**config.mk**
```make
export PLATFORM = sky130hd
export DESIGN_NAME = serial_frame_rx
export DESIGN_NICKNAME = d
export VERILOG_FILES = /design/src/rtl/serial_frame_rx.sv
export SDC_FILE = /design/constraint.sdc
export NUM_CORES = 1
export LEC_CHECK = 0
export BUFFER_PORTS_ARGS = -buffer_cell sky130_fd_sc_hd__buf_2
export CAP_MARGIN = 20
export CORE_ASPECT_RATIO = 1.5
export CORE_UTILIZATION = 48
export DETAILED_ROUTE_END_ITERATION = 8
export HOLD_SLACK_MARGIN = 0.15
export PLACE_DENSITY_LB_ADDON = 0.3
export SLEW_MARGIN = 20
export SYNTH_ARGS = -nofsm -noshare
export SYNTH_HDL_FRONTEND = slang
export SYNTH_SLANG_ARGS = --single-unit
```
**constraint.sdc**
```tcl
create_clock -name clk -period 2.58 [get_ports clk]
set_input_delay 0.387 -clock clk [delete_from_list [all_inputs] [get_ports clk]]
set_output_delay 0.387 -clock clk [all_outputs]
set_load 0.05 [all_outputs]
```
**src/rtl/serial_frame_rx.sv**
```systemverilog
// Framed command packet receiver: HEADER, CMD, LEN, payload, CHK assembled from UART bytes.
// A checksum-correct frame is held with its payload buffer until the consumer acknowledges it.
module serial_frame_rx #(
    parameter logic [7:0]  HEADER  = 8'h55,
    parameter int unsigned MAX_LEN = 16,
    parameter int unsigned TIMEOUT = 50000,
    parameter int unsigned AW      = 4
) (
    input  logic          clk,
    input  logic          rst,
    input  logic [7:0]    rx_data,
    input  logic          rx_done,
    output logic          frame_valid,
    output logic [7:0]    frame_cmd,
    output logic [7:0]    frame_len,
    input  logic [AW-1:0] rd_addr,
    output logic [7:0]    rd_data,
    input  logic          frame_ack,
    output logic          err_chk,
    output logic          err_len,
    output logic          err_timeout,
    output logic          drop
);

    localparam int unsigned TW       = (TIMEOUT > 2) ? $clog2(TIMEOUT) : 1;
    localparam logic [7:0]  MAX_LEN8 = 8'(MAX_LEN);

    typedef enum logic [2:0] {
        IDLE,
        CMD,
        LEN,
        PAYLOAD,
        CHK,
        HOLD
    } state_t;

    state_t        state;
    state_t        nxt;

    logic [7:0]    cmd_r;
    logic [7:0]    len_r;
    logic [7:0]    idx;
    logic [7:0]    sum;
    logic [7:0]    sum_next;
    logic [TW-1:0] tcnt;
    logic [7:0]    mem [2**AW];

    logic          mid_frame;
    logic          tmo_hit;
    logic          chk_bad_n;
    logic          len_bad_n;
    logic          drop_n;

    assign sum_next    = sum + rx_data;
    assign mid_frame   = (state == CMD) || (state == LEN) || (state == PAYLOAD) || (state == CHK);
    // A byte arriving on the expiry cycle wins over the timeout.
    assign tmo_hit     = mid_frame && !rx_done && (tcnt == TW'(TIMEOUT - 1));
    assign frame_valid = (state == HOLD);

    always_ff @(posedge clk or negedge rst) begin
        if (!rst) begin
            state <= IDLE;
        end else begin
            state <= nxt;
        end
    end

    always_comb begin
        nxt       = state;
        chk_bad_n = 1'b0;
        len_bad_n = 1'b0;
        drop_n    = 1'b0;
        if (tmo_hit) begin
            nxt = IDLE;
        end else begin
            case (state)
                IDLE: begin
                    if (rx_done && rx_data == HEADER) nxt = CMD;
                end
                CMD: begin
                    if (rx_done) nxt = LEN;
                end
                LEN: begin
                    if (rx_done) begin
                        if (rx_data > MAX_LEN8) begin
                            len_bad_n = 1'b1;
                            nxt       = IDLE;
                        end else if (rx_data == 8'd0) begin
                            nxt = CHK;
                        end else begin
                            nxt = PAYLOAD;
                        end
                    end
                end
                PAYLOAD: begin
                    if (rx_done && idx == len_r - 8'd1) nxt = CHK;
                end
                CHK: begin
                    if (rx_done) begin
                        if (sum_next == 8'd0) begin
                            nxt = HOLD;
                        end else begin
                            chk_bad_n = 1'b1;
                            nxt       = IDLE;
                        end
                    end
                end
                HOLD: begin
                    drop_n = rx_done;
                    if (frame_ack) nxt = IDLE;
                end
                default: nxt = IDLE;
            endcase
        end
    end

    always_ff @(posedge clk or negedge rst) begin
        if (!rst) begin
            cmd_r       <= '0;
            len_r       <= '0;
            idx         <= '0;
            sum         <= '0;
            tcnt        <= '0;
            frame_cmd   <= '0;
            frame_len   <= '0;
            err_chk     <= 1'b0;
            err_len     <= 1'b0;
            err_timeout <= 1'b0;
            drop        <= 1'b0;
        end else begin
            err_chk     <= chk_bad_n;
            err_len     <= len_bad_n;
            err_timeout <= tmo_hit;
            drop        <= drop_n;

            if (!mid_frame || rx_done || tmo_hit) begin
                tcnt <= '0;
            end else begin
                tcnt <= tcnt + 1'b1;
            end

            if (rx_done) begin
                case (state)
                    CMD: begin
                        cmd_r <= rx_data;
                        sum   <= rx_data;
                    end
                    LEN: begin
                        sum <= sum_next;
                        idx <= '0;
                        if (rx_data <= MAX_LEN8) len_r <= rx_data;
                    end
                    PAYLOAD: begin
                        sum <= sum_next;
                        idx <= idx + 8'd1;
                    end
                    CHK: begin
                        if (sum_next == 8'd0) begin
                            frame_cmd <= cmd_r;
                            frame_len <= len_r;
                        end
                    end
                    default: ;
                endcase
            end
        end
    end

    always_ff @(posedge clk) begin
        if (state == PAYLOAD && rx_done) mem[idx[AW-1:0]] <= rx_data;
    end

    always_ff @(posedge clk or negedge rst) begin
        if (!rst) begin
            rd_data <= '0;
        end else begin
            rd_data <= mem[rd_addr];
        end
    end

endmodule

```
# --- Word level (Yosys, flattened, before mapping) ---
# Memory sizes are Yosys's and may differ from the RTL's. A register that Yosys moved wholly into a read port is not among the register bits.
# Index checks and enable logic that the tools add are counted.
op_classes:
  eq_ne: 14
  n_reduce_logical: 25
  magnitude_cmp: 2
  muxes: 26
  n_addsub: 4
ops:
  columns: ["op", "count"]
  rows:
  - ["$pmux 8 s2", 2]
  - ["$mux 3", 10]
  - ["$pmux 3 s6", 1]
  - ["$add 16x1->16 const B", 1]
  - ["$eq 16x16->1 const B", 1]
  - ["$logic_not 8->1", 2]
  - ["$mux 16", 1]
  - ["$mux 1", 12]
  - ["$ne 3x3->1 const B", 4]
  - ["$add 8x1->8 const B", 1]
  - ["$add 8x8->8", 1]
  - ["$eq 8x7->1 const B", 1]
  - ["$eq 8x8->1", 1]
  - ["$gt 8x5->1 const B", 1]
  - ["$le 8x5->1 const B", 1]
  - ["$sub 8x1->8 const B", 1]
  - ["$eq 3x2->1 const B", 2]
  - ["$eq 3x3->1 const B", 2]
  - ["$reduce_and 2->1", 3]
  - ["$reduce_and 3->1", 2]
  - ["$reduce_and 6->1", 1]
  - ["$logic_and 1x1->1", 5]
  - ["$logic_or 1x1->1", 5]
  - ["$reduce_bool 2->1", 2]
  - ["other kinds (6)", 8]
word_totals:
  out_inout_bits: 29
  ram_bits: 128
  word_cells: 84
  n_memories: 1
  reg_bits: 71
  input_bits: 16
memory_table:
  columns: ["name", "depth", "word_bits", "rd", "rd_clocked_by_memory_dff", "wr", "line_no", "text"]
  rows:
  - ["mem", 16, 8, 1, 1, 1, "46", "logic [7:0] mem [2**AW];"]

# --- Depth between registers and ports, before layout ---
logic_depth:
  word_depth: 8
  mapped_depth: 10
  mapped_depth_nobuf: 9

# --- Least setup slack after synthesis ---
# OpenSTA, ideal clock, no wires.
synth_path:
  kind: "input -> register"
  startpoint: "in rx_data[0]"
  endpoint: "reg frame_cmd[0]"
  path_slack_ns: -0.041
  required_time_ns: 2.455
  n_path_buf: 1
  arrival_ns: 2.496
  path_stages: 10
  setup_ns: 0.125
  cell_sequence: "ha_1 > inv_1 > fa_1 > nand2b_1 > a21oi_1 > xor2_1 > a2111oi_4 > nand3_4 > buf_6 > mux2_4"
synth_between:
  elab_chain_len: 3
synth_lines:
  columns: ["element", "line_no", "text"]
  rows:
  - ["start: declaration", "11", "input logic [7:0] rx_data,"]
  - ["$add 8x8->8", "54", "assign sum_next = sum + rx_data;"]
  - ["$logic_not 8->1", "158", "if (sum_next == 8'd0) begin"]
  - ["$reduce_and 3->1 (no source line)", null, null]
  - ["end signal: assignment", "159", "frame_cmd <= cmd_r;"]
  - ["end: declaration", "14", "output logic [7:0] frame_cmd,"]
# No other way between the ends.
# A chain may end at the register's enable or synchronous reset.

# --- Final worst setup path ---
layout_path:
  startpoint: "reg sum[0]"
  endpoint: "reg frame_cmd[3]"
layout_between:
  elab_chain_len: 3
layout_lines:
  columns: ["element", "line_no", "text"]
  rows:
  - ["start: declaration", "43", "logic [7:0] sum;"]
  - ["start signal: assignment", "146", "sum <= rx_data;"]
  - ["start signal: assignment", "149", "sum <= sum_next;"]
  - ["start signal: assignment", "154", "sum <= sum_next;"]
  - ["$add 8x8->8", "54", null]
  - ["$logic_not 8->1", "158", null]
  - ["$reduce_and 3->1 (no source line)", null, null]
# No other way between the ends.

==> summary.txt <==
Worst setup path
  – Critical path depth: 9
  – CP delay by family, top: adder cells
  – CP required: a little under 3 ns
  – CP peak stage delay: about 0.53 ns
  – Worst Path Arrival: 2.95 ns
  – Crit path to: frame_cmd[3]
  – FF-to-FF path depth: 9
  – Critical R2R Launch: sum[0]
  – Worst-path fanout max: 16
  – Cell Chain, Critical Path: ha_4, inv_2, fa_2, nor3b_2, o2111ai_2, a2111oi_4, nand3_4, buf_12, mux2_4
  – Crit Reg-Reg Endpoint: frame_cmd[3]
  – CP bufs+invs: 2
  – CP Capture Type: register
  – Reg2Reg Setup Slack: around 0.0052 ns
  – Slowest cell on crit path: fa_2
  – CP startpoint kind: register
  – Crit. Startpoint: sum[0]
  – Critical path type: register to register

Cells and area
  – Number of nets in the layout: just over 700
  – Area Overhead vs Synth: 18.0%
  – ANT cells: 0
  – Layout cell share with drive strength beyond 1: 0.295

Timing
  – Final hold violations: 0
  – FMAX: about 400 MHz
  – WHS: approximately 0.28 ns
  – Max_slew headroom: 0.537
  – Clock skew after layout: between 0.009 and 0.01 ns
  – Min Tclk post-route: roughly 2.6 ns
  – Part of the cycle the worst path needs: 0.998
  – Worst slew pin tran: between 0.6 and 0.7 ns
  – Fin. max-slew vios: 0
  – Setup violators final: 0
  – RSZ-0062 raised after global routing: yes
  – Final WS setup: roughly 0.0052 ns

Floorplan
  – Rows: 61
  – Die area: a little under 20000 um2
  – Die Span X: about 110 um
  – Initial Util: 0.488
  – Core area: around 18000 um2
  – IO Count: 45
  – Die extent in y: 170 um

Place
  – IO buf count: 44
  – Hpwl dp: ~13000 um
  – Place WS: -0.199 ns
  – Global placer's final weighted congestion: between 0.7 and 0.8

Logic synthesis
  – Top post-synthesis cells by count: 128 x edfxtp_1, 79 x dfrtp_1, 59 x nor2_1, 40 x mux4_2, 28 x nand2_1
  – Avg Cell Area, Syn: ~15 um2
  – Largest cells by area after synthesis: edfxtp_1 43%, dfrtp_1 22%, mux4_2 10%
  – Synth cell types: 60
  – Post-synth top area cell: edfxtp_1
  – Flops & latches, synth: 207
  – Post-synth EDFFs: 128
  – Asr flop ratio synth: 0.382
  – Yosys warnings: 0
  – Register area share after synthesis: 0.645
  – Most common cell in the netlist: edfxtp_1
  – Mapped Area: 9020 um2
  – Cell count after synthesis: 596
  – Share of the synthesized area in the top cell type: 0.426
  – Syn Nets: between 600 and 700
  – Most common flop cell mapped by yosys: edfxtp_1

Status
  – Status: complete, no violations

Power and ir drop
  – Peak supply drop: about 590 uV
  – Pwr per Cell Area: 897 nW/um2
  – Leakage: 4.12 nW

Global routing
  – GRT busiest layer: met2
  – Largest net degree at the start of global routing: between 50 and 60
  – First-pass GRT wire length: 30800 um
  – Grt ovf: 0
  – Met2 GRT Util: 0.375
  – GRT met3 Usage: 0.0321
  – Met1 Use GR: 0.258
  – Vias in the first global route: between 5000 and 6000
  – Tot GR Track Use: 0.209
  – Initial antenna violation count: 0

Clock tree
  – Worst skew pair latency: approximately 0.5 ns
  – Clock transition at the registers of the reported paths: about 0.060 ns
  – CTS tree: done
  – CTS H-tree depth: 1
  – Root buffer cell: clkbuf_16
  – CTS Buffer Depth: 3
  – Clock buffer count from CTS: 21
  – Clock Sinks: just over 200

Route
  – Drt drc: 0
  – Antenna-violating nets left: 0
  – Via/cell ratio: approximately 5.6
  – DR vias: about 5300
  – Drt pass-1 iters: 4
  – Starting DRT DRC Count: 344
  – Final WL: about 19000 um
  – Wire length per cell: about 20 um

Worst hold path
  – Worst min path class: input port to register

Flow run
  – Max-cap violations: 0
[where the power goes]
part | internal (mW) | switching (mW) | total [mW]
Sequential | 3.80 | 0.278 | 4.08
Combinational | 1.02 | 1.29 | 2.31
Clock | 1.91 | 1.25 | 3.16
[sequential cells by signal, indices dropped and copies added (netlist names)]
name	count
frame_len	8
idx	8
mem	128
cmd_r	8
err_chk	1
drop	1
err_len	1
err_timeout	1
sum	8
rd_data	8
len_r	8
state	3
frame_cmd	8
tcnt	16
[what timing repair did]
item	CTS	global route
hold endpoints to repair	50	0
setup endpoints to repair	16	18
gates cloned	0	0
resized for setup	1	5
buffers inserted	1	0
pin swaps	1	4
hold buffers	1	0
[layout make-up]
class	count	area [um2]
Fill cell	1434	7820
Sequential cell	207	5820
Multi-Input combinational cell	349	3120
Timing Repair Buffer	92	623
Clock buffer	24	537
Tap cell	252	315
Clock inverter	13	181
Inverter	14	52.6
[placed cells by master, fill, tap and decap left out, drive strengths merged, types with 4 or more instances in the layout]
cell type and instances:
edfxtp 128, mux2i 6, bufinv 4, xnor2 13, nor2b 6, nand2b 9, xor2 14, mux2 28
dfrtp 79, nor2 59, and3 5, buf 91, a21oi 9, nand2 28, inv 16, a31oi 7
ha 13, nand3 17, nor3b 4, clkbuf 24, o21ai 16, nor3 13, a22o 4, clkinv 5
nand4 9, mux4 40, and2 5
[per-layer routing]
layer,vias to the layer above,wire (um)
met5,-,0
met4,0,504
met3,42,889
met2,124,10200
met1,2720,7520
li1,2445,-
[worst min-delay path by stage]
stage                           to  depth (start not counted)      start
after CTS                  err_chk                          3    rx_done
final                      err_chk                          3    rx_done
after global placement      sum[3]                          1        rst
after floorplan           cmd_r[0]                          0        rst
after detailed placement    sum[3]                          1        rst
after global routing      state[2]                          3  frame_ack
[worst register-to-register path, stage by stage (launching register included)]
cell,delay (ns)
dfrtp_1,0.40
ha_4,0.17
inv_2,0.04
fa_2,0.53
nor3b_2,0.21
o2111ai_2,0.18
a2111oi_4,0.30
nand3_4,0.12
buf_12,0.19
mux2_4,0.31
[logic make-up (layout without fill, tap and decap cells)]
group | count (synthesis) | count (layout) | share of synthesized area
AO/OA/AOI/OAI | 62 | 62 | 0.0488
XOR/XNOR | 27 | 27 | 0.0262
adder cells (fa/ha/maj) | 14 | 14 | 0.0202
buffers and inverters | 40 | 143 | 0.0176
flip-flops | 207 | 207 | 0.645
multiplexers | 74 | 74 | 0.146
AND/OR/NAND/NOR | 172 | 172 | 0.0964
[per-stage QoR]
| stage | instance area, um2 | std cells | util | total power [mW] | TNS, ns |
|---|---|---|---|---|---|
| after detailed placement | 9890 | 913 | 0.535 | 6.38 | -2.95 |
| final | 10600 | 951 | 0.577 | 9.55 | 0 |
| after global placement | 9890 | 913 | 0.535 | 6.29 | -1.56 |
| after CTS | 10600 | 952 | 0.576 | 9.57 | 0 |
| after global routing | 10600 | 951 | 0.577 | 10.0 | -0.719 |
| after floorplan | 9070 | 596 | - | 5.68 | 0 |
Power figures use the tool's default switching activity.
